`src/rtl/str_acq_pkg.sv`:
```
// Shared types and constants for the stream acquisition block.
package str_acq_pkg;

  typedef enum logic [1:0] {
    IDLE,
    PRE,
    ARM,
    POST
  } state_t;

  localparam int unsigned TS_W = 64;

endpackage

```
`src/rtl/axi4_stream_if.sv`:
```
// AXI4-Stream bundle; modport s drives a stream, modport d receives one.
interface axi4_stream_if #(
  parameter int DN = 1
) (
  input logic ACLK,
  input logic ARESETn
);

  logic [8*DN-1:0] TDATA;
  logic [DN-1:0]   TKEEP;
  logic            TLAST;
  logic            TVALID;
  logic            TREADY;

  modport s (input ACLK, ARESETn, output TDATA, TKEEP, TLAST, TVALID, input TREADY);
  modport d (input ACLK, ARESETn, input TDATA, TKEEP, TLAST, TVALID, output TREADY);

endinterface

```
`src/rtl/str_acq_cnt.sv`:
```
// Saturating up-counter; hit flags that the next increment reaches lim.
module str_acq_cnt #(
  parameter int CW = 32
) (
  input  logic          clk,
  input  logic          rst,
  input  logic          clr,
  input  logic          inc,
  input  logic [CW-1:0] lim,
  output logic [CW-1:0] cnt,
  output logic          hit
);

  logic [CW-1:0] cnt_inc;

  always_comb begin
    cnt_inc = (cnt == '1) ? cnt : cnt + CW'(1);
  end

  assign hit = (cnt_inc == lim);

  always_ff @(posedge clk) begin
    if (rst || clr) begin
      cnt <= '0;
    end else if (inc) begin
      cnt <= cnt_inc;
    end
  end

endmodule

```
`src/rtl/str_acq.sv`:
```
// Triggered stream acquisition: pre-trigger and post-trigger capture into a registered output.
// Optional trigger timestamp counter enabled by STR_ACQ_TIMESTAMP_EN.
module str_acq
  import str_acq_pkg::*;
#(
  parameter int DN = 1,
  parameter int CW = 32
) (
  input  logic            ACLK,
  input  logic            ARESET,
  input  logic            ctl_rst,
  input  logic            ctl_acq,
  input  logic            ctl_stp,
  input  logic            ctl_trg,
  input  logic [CW-1:0]   cfg_pre,
  input  logic [CW-1:0]   cfg_pst,
  output logic            sts_acq,
  output logic            sts_trg,
  output logic [CW-1:0]   sts_pre,
  output logic [CW-1:0]   sts_pst,
  output logic [TS_W-1:0] sts_tts,
  axi4_stream_if.d        sti,
  axi4_stream_if.s        sto
);

  state_t          state, state_nxt;
  logic            in_rdy, in_xfer, load;
  logic            acq_start, out_last;
  logic            pre_hit, pst_hit;
  logic            cnt_clr, pre_inc, pst_inc;
  logic [CW-1:0]   pst_lim;
  logic            o_valid, o_last;
  logic [8*DN-1:0] o_data;
  logic [DN-1:0]   o_keep;

  assign in_rdy     = (state == IDLE) | sto.TREADY | ~o_valid;
  assign sti.TREADY = in_rdy;
  assign in_xfer    = sti.TVALID & in_rdy;
  assign load       = in_xfer & (state != IDLE);

  assign pst_lim = (cfg_pst == '0) ? CW'(1) : cfg_pst;
  assign cnt_clr = ctl_rst | acq_start;
  assign pre_inc = in_xfer & ~ctl_rst & ((state == PRE) | (state == ARM));
  assign pst_inc = in_xfer & ~ctl_rst & (state == POST);

  str_acq_cnt #(.CW(CW)) u_pre (
    .clk (ACLK),
    .rst (ARESET),
    .clr (cnt_clr),
    .inc (pre_inc),
    .lim (cfg_pre),
    .cnt (sts_pre),
    .hit (pre_hit)
  );

  str_acq_cnt #(.CW(CW)) u_pst (
    .clk (ACLK),
    .rst (ARESET),
    .clr (cnt_clr),
    .inc (pst_inc),
    .lim (pst_lim),
    .cnt (sts_pst),
    .hit (pst_hit)
  );

  always_comb begin
    state_nxt = state;
    acq_start = 1'b0;
    out_last  = 1'b0;
    if (ctl_rst || ctl_stp) begin
      state_nxt = IDLE;
    end else begin
      case (state)
        IDLE: if (ctl_acq) begin
          acq_start = 1'b1;
          state_nxt = (cfg_pre != '0) ? PRE : ARM;
        end
        PRE:  if (in_xfer && pre_hit) state_nxt = ARM;
        ARM:  if (ctl_trg) state_nxt = POST;
        POST: if (in_xfer && pst_hit) begin
          out_last  = 1'b1;
          state_nxt = IDLE;
        end
        default: state_nxt = IDLE;
      endcase
    end
  end

  // A sample accepted in the stop cycle is still forwarded, but never as a packet end.
  always_ff @(posedge ACLK) begin
    if (ARESET) begin
      state   <= IDLE;
      sts_acq <= 1'b0;
      sts_trg <= 1'b0;
      o_valid <= 1'b0;
      o_last  <= 1'b0;
    end else begin
      state   <= state_nxt;
      sts_acq <= (state_nxt != IDLE);
      sts_trg <= (state_nxt == POST);
      if (ctl_rst) begin
        o_valid <= 1'b0;
        o_last  <= 1'b0;
      end else if (load) begin
        o_valid <= 1'b1;
        o_last  <= out_last & ~ctl_stp;
      end else if (sto.TREADY) begin
        o_valid <= 1'b0;
        o_last  <= 1'b0;
      end
    end
  end

  always_ff @(posedge ACLK) begin
    if (load) begin
      o_data <= sti.TDATA;
      o_keep <= sti.TKEEP;
    end
  end

  assign sto.TVALID = o_valid;
  assign sto.TLAST  = o_last;
  assign sto.TDATA  = o_data;
  assign sto.TKEEP  = o_keep;

`ifdef STR_ACQ_TIMESTAMP_EN
  logic [TS_W-1:0] ts_cnt;
  logic            trg_acc;

  assign trg_acc = (state == ARM) & ctl_trg & ~ctl_rst & ~ctl_stp;

  // The captured stamp is the value the counter takes on the acceptance edge.
  always_ff @(posedge ACLK) begin
    if (ARESET || ctl_rst) begin
      ts_cnt  <= '0;
      sts_tts <= '0;
    end else begin
      ts_cnt <= ts_cnt + TS_W'(1);
      if (trg_acc) sts_tts <= ts_cnt + TS_W'(1);
    end
  end
`else
  assign sts_tts = '0;
`endif

endmodule

```
`src/flat_wrapper.sv`:
```
// flat-port wrapper written by rule: the top's interface ports become plain ports
module str_acq_flat import str_acq_pkg::*;
#(
  parameter int DN = 1,
  parameter int CW = 32
)
  (ACLK, ARESET, ctl_rst, ctl_acq, ctl_stp, ctl_trg, cfg_pre, cfg_pst, sts_acq, sts_trg, sts_pre, sts_pst, sts_tts, ARESETn, sti_TDATA, sti_TKEEP, sti_TLAST, sti_TVALID, sti_TREADY, sto_TDATA, sto_TKEEP, sto_TLAST, sto_TVALID, sto_TREADY);
  axi4_stream_if #(.DN(DN)) sti_i (.ACLK(ACLK), .ARESETn(ARESETn));
  axi4_stream_if #(.DN(DN)) sto_i (.ACLK(ACLK), .ARESETn(ARESETn));
  input  logic ACLK;
  input  logic ARESET;
  input  logic ctl_rst;
  input  logic ctl_acq;
  input  logic ctl_stp;
  input  logic ctl_trg;
  input  logic [CW-1:0] cfg_pre;
  input  logic [CW-1:0] cfg_pst;
  output logic sts_acq;
  output logic sts_trg;
  output logic [CW-1:0] sts_pre;
  output logic [CW-1:0] sts_pst;
  output logic [TS_W-1:0] sts_tts;
  input wire logic ARESETn;
  input wire logic [$bits(sti_i.TDATA)-1:0] sti_TDATA;
  input wire logic [$bits(sti_i.TKEEP)-1:0] sti_TKEEP;
  input wire logic [$bits(sti_i.TLAST)-1:0] sti_TLAST;
  input wire logic [$bits(sti_i.TVALID)-1:0] sti_TVALID;
  output wire logic [$bits(sti_i.TREADY)-1:0] sti_TREADY;
  output wire logic [$bits(sto_i.TDATA)-1:0] sto_TDATA;
  output wire logic [$bits(sto_i.TKEEP)-1:0] sto_TKEEP;
  output wire logic [$bits(sto_i.TLAST)-1:0] sto_TLAST;
  output wire logic [$bits(sto_i.TVALID)-1:0] sto_TVALID;
  input wire logic [$bits(sto_i.TREADY)-1:0] sto_TREADY;
  assign sti_i.TDATA = sti_TDATA;
  assign sti_i.TKEEP = sti_TKEEP;
  assign sti_i.TLAST = sti_TLAST;
  assign sti_i.TVALID = sti_TVALID;
  assign sti_TREADY = sti_i.TREADY;
  assign sto_TDATA = sto_i.TDATA;
  assign sto_TKEEP = sto_i.TKEEP;
  assign sto_TLAST = sto_i.TLAST;
  assign sto_TVALID = sto_i.TVALID;
  assign sto_i.TREADY = sto_TREADY;
  str_acq #(.DN(DN), .CW(CW)) u_core (.ACLK(ACLK), .ARESET(ARESET), .ctl_rst(ctl_rst), .ctl_acq(ctl_acq), .ctl_stp(ctl_stp), .ctl_trg(ctl_trg), .cfg_pre(cfg_pre), .cfg_pst(cfg_pst), .sts_acq(sts_acq), .sts_trg(sts_trg), .sts_pre(sts_pre), .sts_pst(sts_pst), .sts_tts(sts_tts), .sti(sti_i), .sto(sto_i));
endmodule
```
`config.mk`:
```
export PLATFORM = sky130hd
export DESIGN_NAME = str_acq_flat
export DESIGN_NICKNAME = d
export VERILOG_FILES = /design/src/rtl/str_acq_pkg.sv /design/src/rtl/axi4_stream_if.sv /design/src/rtl/str_acq_cnt.sv /design/src/rtl/str_acq.sv /design/src/flat_wrapper.sv
export SDC_FILE = /design/constraint.sdc
export NUM_CORES = 1
export LEC_CHECK = 0
export CAP_MARGIN = 15
export CORE_UTILIZATION = 51
export DETAILED_ROUTE_END_ITERATION = 12
export PLACE_DENSITY = 0.87
export SYNTH_ARGS = -nofsm -noshare
export SYNTH_HDL_FRONTEND = slang
export SYNTH_SLANG_ARGS = --single-unit
```
`constraint.sdc`:
```
create_clock -name ACLK -period 6 [get_ports ACLK]
set_input_delay 1.2 -clock ACLK [delete_from_list [all_inputs] [get_ports ACLK]]
set_output_delay 1.2 -clock ACLK [all_outputs]
set_load 0.02 [all_outputs]
```
==> results of run 1 <==
==> kinds of logic (layout without fill, tap and decap cells) <==
group | count (synthesis) | after routing
XOR/XNOR | 117 | 117
AO/OA/AOI/OAI | 168 | 168
adder cells (fa/ha/maj) | 6 | 6
flip-flops | 79 | 79
buffers and inverters | 138 | 202
multiplexers | 4 | 4
AND/OR/NAND/NOR | 402 | 402
other | 1 | 64
==> power groups by stage <==
stage | clock network, W | registers, W | logic, W
floorplan | 0 | 0.000548 | 0.000125
global placement | 0 | 0.000547 | 0.000180
detailed placement | 0 | 0.000547 | 0.000180
CTS | 0.000536 | 0.000535 | 0.000181
global route | 0.000557 | 0.000535 | 0.000195
finish | 0.000532 | 0.000535 | 0.000185
==> path summary, 6_finish.rpt <==
check	startpoint	to	slack (ns)	depth (start not counted)
min	u_core.sto.TLAST	u_core.sto.TLAST	0.59	2
max reg2reg	u_core.u_pre.cnt[0]	u_core.sts_acq	1.38	12
min reg2reg	u_core.sto.TLAST	u_core.sto.TLAST	0.59	2
max	u_core.u_pre.cnt[0]	u_core.sts_acq	1.38	12
==> metrics by stage <==
step                hold WS [ns]  setup WS (ns)  cell area, sq um  total power, W
CTS                        0.580           1.62              8610         0.00125
floorplan                  0.598           2.58              7190        0.000673
finish                     0.590           1.38              8610         0.00125
detailed placement         0.569           1.53              8340        0.000727
global route               0.596           1.25              8610         0.00129
global placement           0.540           1.52              8340        0.000727
==> placed cells by master (no fill, tap or decap), types with 15 or more instances in the layout <==
cell type	n
nand3_1	38
xor2_1	49
dfxtp_1	70
inv_1	21
nor3_1	33
o21ai_0	30
xnor2_1	68
conb_1	64
nor2_1	75
or3_1	24
nand2_1	70
nand4_1	40
and3_1	15
a21oi_1	44
nor4_1	34
clkdlybuf4s50_1	158
==> worst max-delay path: stages (launching register included) <==
cell and delay (ns):
dfxtp_1 0.50, ha_1 0.38, nand3_1 0.40, nor4_1 0.58
buf_4 0.29, nand3_1 0.47, a211o_1 0.42, a32oi_1 0.29
o211ai_1 0.18, nor4_1 0.41, o22ai_1 0.18, o31ai_2 0.29
o21ai_1 0.10
==> cell type report <==
cell class	instances	area [sq um]
Clock buffer	10	229
Clock inverter	6	47.5
Fill cell	1169	4680
Inverter	21	78.8
Multi-Input combinational cell	761	4730
Sequential cell	79	1670
Tap cell	176	220
Timing Repair Buffer	165	1630
==> routing by layer <==
layer	part of all wire, %	track usage [%]	up-vias
met5	0	0	-
met4	3.6	15.0	0
met3	9.1	5.69	66
met2	47	50.5	468
met1	40	39.9	3498
li1	-	-	3462
==> registers in the layout, summed over array words and instances, names as in the netlist <==
signal / cells
u_core.sts_acq: 1
u_core.u_pst.cnt: 32
u_core.sts_trg: 1
u_core.sto.TVALID: 1
u_core.sto.TDATA: 8
u_core.state: 2
u_core.u_pre.cnt: 32
u_core.sto.TLAST: 1
u_core.sto.TKEEP: 1
==> impl_metrics.py, run 1 <==
metrics = {
    "run_status": {
        "status": "completed",
    },
    "power_and_ir_drop": {
        "powerDensity_nw_per_um2": 145,
        "power_frac_seq_pct": 42.8,
        "netSwitchingFraction_pct": 28.2,
        "p_leak_nw": 2.70,
        "power.share.combinational_pct": 14.7,
        "max-vdd-ir-drop_mv": 0.0944,
        "p_int_w": 0.000898,
        "clkPwrFrac_pct": 42.5,
        "p_sw_w": 0.000353,
    },
    "yosys": {
        "synth-async-reset-ratio_pct": 0,
        "synthAdderAreaFrac_pct": 1.08,
        "yosys-top-cells-area": "dfxtp_1, xnor2_1, buf_4",
        "synth_area_leader_cell": "dfxtp_1",
        "synthMuxAreaShare_pct": 0.594,
        "synth-compound-area-share_pct": 16.6,
        "seq_area_frac_synth_pct": 24.0,
        "synth_top_family_by_area": "simple AND/OR/NAND/NOR gates",
        "synth_ff_type": "dfxtp_1",
        "ys_ff_latch": 79,
        "syn_area_sq_um": 6950,
        "netlist_top_cells_count": "nor2_1, dfxtp_1, nand2_1, buf_4, xnor2_1",
        "yosys_warnings": 0,
        "yosysMostFrequentCell": "nor2_1",
        "synth_top_area_share_pct": 20.2,
        "synth_xor_xnor_area_share_pct": 14.7,
        "syn_area_per_cell_sq_um": 7.60,
        "synthCells": 915,
        "synthSimpleGateAreaFrac_pct": 31.4,
        "yosysUniqueCellTypes": 79,
        "synth_edf_count": 9,
    },
    "layout": {
        "instances_no_fill": 1218,
        "utilization_pct": 64.8,
        "area_growth_pct": 23.9,
        "diodes": 0,
        "final_layout_size_suffix_gt1_share_pct": 4.32,
        "final_net_count": 1126,
    },
    "floorplanning": {
        "initial_utilization_pct": 52.3,
        "fp.dieW_um": 119,
        "pin_count": 225,
        "rows": 42,
        "die-area_sq_um": 14100,
        "dieHeight_um": 119,
        "core_sq_um": 13300,
    },
    "setup_path": {
        "cp_data_required_time_ns": 6.23,
        "critPathKind": "reg2reg",
        "endpoint_kind": "flip-flop",
        "critPathArrivalTime_ns": 4.85,
        "cp_max_fo": 14,
        "cp-start-kind": "flip-flop",
    },
    "timing": {
        "relSlewSlack_pct": 33.7,
        "setup_viol": 0,
        "max_freq_mhz": 217,
        "fin_crit_sh_pct": 77.0,
        "slew_viol_final": 0,
        "hold_viol_final": 0,
        "rsz0062_at_grt": "no",
        "skew_ns": 0.00958,
        "tns_ns": 0,
        "worstMarginPinSlew_ns": 0.991,
        "min_period_ns": 4.62,
    },
    "route": {
        "firstDrtPassIters": 5,
        "drt_iter0_drc": 781,
        "drt-total-wl_mm": 22.4,
        "viasPerCell": 6.15,
        "drc": 0,
        "postRouteAntennaNets": 0,
        "post_drt_wl_per_cell_um": 18.4,
        "vias": 7494,
    },
    "global_route": {
        "gr-total-overflow": 0,
        "gr-usage-all-layers_pct": 31.2,
        "antenna_found_initial": 0,
        "grt_pass1_wl_mm": 34.9,
        "grt_pass1_vias": 6712,
        "grt_max_degree": 35,
    },
    "clocking": {
        "cts_hold_buffers": 0,
        "cts_resized": 0,
        "cts.clk_slew.worst_paths_ns": 0.06,
        "worstSkewPairLatency_ns": 0.36,
        "numCtsBuffers": 9,
        "cts.sinks": 79,
        "clockBufferDepth": 2,
        "cts_setup_buffers": 0,
        "cts_root_buffer": "clkbuf_16",
        "htree_levels": 3,
        "cts_tree": "yes",
    },
    "placed_design": {
        "dp_hpwl_mm": 16.9,
        "gp_congestion": 0.994,
        "port_buffers": 158,
        "dp.cells": 1202,
    },
    "job": {
        "cap_violations": 0,
    },
    "hold_path": {
        "hold_path_class": "reg2reg",
    },
}
Note: power is estimated with default switching activity, not from simulation.
==> inputs of run 2 (changes only) <==
--- a/config.mk
+++ b/config.mk
@@ -6,9 +6,9 @@
 export NUM_CORES = 1
 export LEC_CHECK = 0
 export CAP_MARGIN = 15
-export CORE_UTILIZATION = 51
+export CORE_UTILIZATION = 48
 export DETAILED_ROUTE_END_ITERATION = 12
-export PLACE_DENSITY = 0.87
+export PLACE_DENSITY = 0.83
 export SYNTH_ARGS = -nofsm -noshare
 export SYNTH_HDL_FRONTEND = slang
 export SYNTH_SLANG_ARGS = --single-unit
==> constraint.sdc (replaced) <==
create_clock -name ACLK -period 4.6 [get_ports ACLK]
set_input_delay 0.92 -clock ACLK [delete_from_list [all_inputs] [get_ports ACLK]]
set_output_delay 0.92 -clock ACLK [all_outputs]
set_load 0.02 [all_outputs]
==> run 2 against run 1 <==
Effect of this change: setup slack worse by 0.88 ns; highest routed layer unchanged; power is 30% higher; register-to-register slack got worse by 0.88 ns.
==> impl_metrics.py, run 2 (synthesis results as in run 1) <==
metrics = {
    "clocking": {
        "cts_setup_buffers": 0,
        "cts.sinks": 79,
        "cts.clk_slew.worst_paths_ns": 0.06,
        "cts_tree": "yes",
        "cts_hold_buffers": 0,
        "cts_resized": 0,
        "clockBufferDepth": 2,
        "cts_root_buffer": "clkbuf_16",
        "htree_levels": 3,
        "numCtsBuffers": 9,
        "worstSkewPairLatency_ns": 0.35,
    },
    "setup_path": {
        "cp-start-kind": "flip-flop",
        "path_cells": "ha_1, nand3_1, buf_4, nor4_1, buf_4, a21boi_1, nand3_1, a221oi_1, nand4_1, nor4_1, o22ai_1, o31ai_2, o21ai_1",
        "critPathMaxStageDelay_ns": 0.58,
        "critPathKind": "reg2reg",
        "crit_family": "compound AO/OA/AOI/OAI gates",
        "crit_buf_inv": 2,
        "critPathArrivalTime_ns": 4.32,
        "r2r_slack_ns": 0.51,
        "endpoint_kind": "flip-flop",
        "crit_cells": 13,
        "cp_data_required_time_ns": 4.82,
        "cp_max_fo": 12,
        "worstRegToRegCells": 13,
        "cp_slowest_cell": "nor4_1",
    },
    "route": {
        "post_drt_wl_per_cell_um": 18.1,
        "drc": 0,
        "route.met2.wl_mm": 10.7,
        "viasPerCell": 6.02,
        "top_layer": "met4",
        "drt_iter0_drc": 657,
        "wl_met3_mm": 1.95,
        "firstDrtPassIters": 8,
        "wl_met1_mm": 9.26,
        "drt-total-wl_mm": 22.4,
        "postRouteAntennaNets": 0,
        "vias": 7450,
    },
    "floorplanning": {
        "initial_utilization_pct": 49.7,
        "die-area_sq_um": 15000,
        "core_sq_um": 14000,
        "fp.dieW_um": 122,
        "dieHeight_um": 122,
        "rows": 43,
        "pin_count": 225,
    },
    "timing": {
        "skew_ns": 0.0129,
        "tns_ns": 0,
        "slew_viol_final": 0,
        "rsz0062_at_grt": "no",
        "fin_crit_sh_pct": 89.0,
        "setup_viol": 0,
        "hold_viol_final": 0,
        "min_period_ns": 4.09,
        "relSlewSlack_pct": 40.3,
        "max_freq_mhz": 244,
        "worstMarginPinSlew_ns": 0.892,
    },
    "power_and_ir_drop": {
        "p_leak_nw": 2.78,
        "powerDensity_nw_per_um2": 186,
        "max-vdd-ir-drop_mv": 0.194,
    },
    "global_route": {
        "grt_max_degree": 41,
        "grt_pass1_vias": 6594,
        "gr-usage-all-layers_pct": 29.7,
        "grt_pass1_wl_mm": 34.7,
        "gr-total-overflow": 0,
        "antenna_found_initial": 0,
    },
    "run_status": {
        "status": "completed",
    },
    "placed_design": {
        "port_buffers": 158,
        "dp_hpwl_mm": 17.1,
        "gp_congestion": 0.962,
    },
    "layout": {
        "diodes": 0,
        "final_layout_size_suffix_gt1_share_pct": 5.86,
        "fillers": 1297,
        "utilization_pct": 62.5,
        "final_cell_mix": "clkdlybuf4s50_1, nor2_1, nand2_1, dfxtp_1, xnor2_1",
        "final_common_cell": "clkdlybuf4s50_1",
        "area_growth_pct": 25.8,
        "final_net_count": 1142,
    },
    "job": {
        "cap_violations": 0,
    },
    "hold_path": {
        "hold_path_class": "reg2reg",
        "min_path_cells": 2,
    },
}
## run 2: worst paths after layout
| path | end | from |
|---|---|---|
| setup / recovery | u_core.sts_acq | u_core.u_pre.cnt[0] |
| setup reg to reg | u_core.sts_acq | u_core.u_pre.cnt[0] |
| hold reg to reg | u_core.u_pre.cnt[1] | u_core.u_pre.cnt[1] |
| hold / removal | u_core.u_pre.cnt[1] | u_core.u_pre.cnt[1] |
## run 2: report_power, final
| part | switching [W] | total, W | internal, W |
|---|---|---|---|
| logic | 0.000137 | 0.000241 | 0.000104 |
| registers | 0.000000646 | 0.000698 | 0.000697 |
| clock network | 0.000318 | 0.000688 | 0.000370 |
| total | 0.000456 | 0.00163 | 0.00117 |
## run 2: layer usage
metal,vias up,GRT usage (%)
met4,0,8.61
met1,3507,39.4
li1,3499,-
met5,-,0
met2,407,49.0
met3,37,5.16
## run 2: worst min-delay path: cells and delay by family (launching register included)
kind	cells	cell delay [ns]
AND/OR/NAND/NOR	1	0.09
flip-flops	1	0.38
AO/OA/AOI/OAI	1	0.06
## run 2: final cells by class
cell class	instances	area (sq um)	area share, %
flip-flops and latches	79	1670	19.1
multi-input cells	761	4740	54.2
well taps	180	225	2.58
repair buffers	181	1750	20.1
clock inverters	6	46.3	0.529
clock buffers	10	229	2.62
inverters	21	78.8	0.902
## run 2: stage by stage
stage / instances / area [sq um] / worst slack (ns) / hold slack (ns) / total power (W)
3_3_place_gp: 1222 / 8460 / 0.390 / 0.553 / 0.000949
4_1_cts: 1238 / 8740 / 0.477 / 0.562 / 0.00163
6_report: 1238 / 8740 / 0.506 / 0.574 / 0.00163
2_1_floorplan: 978 / 7190 / 1.18 / 0.598 / 0.000878
5_1_grt: 1238 / 8740 / 0.224 / 0.596 / 0.00168
3_5_place_dp: 1222 / 8460 / 0.438 / 0.551 / 0.000950
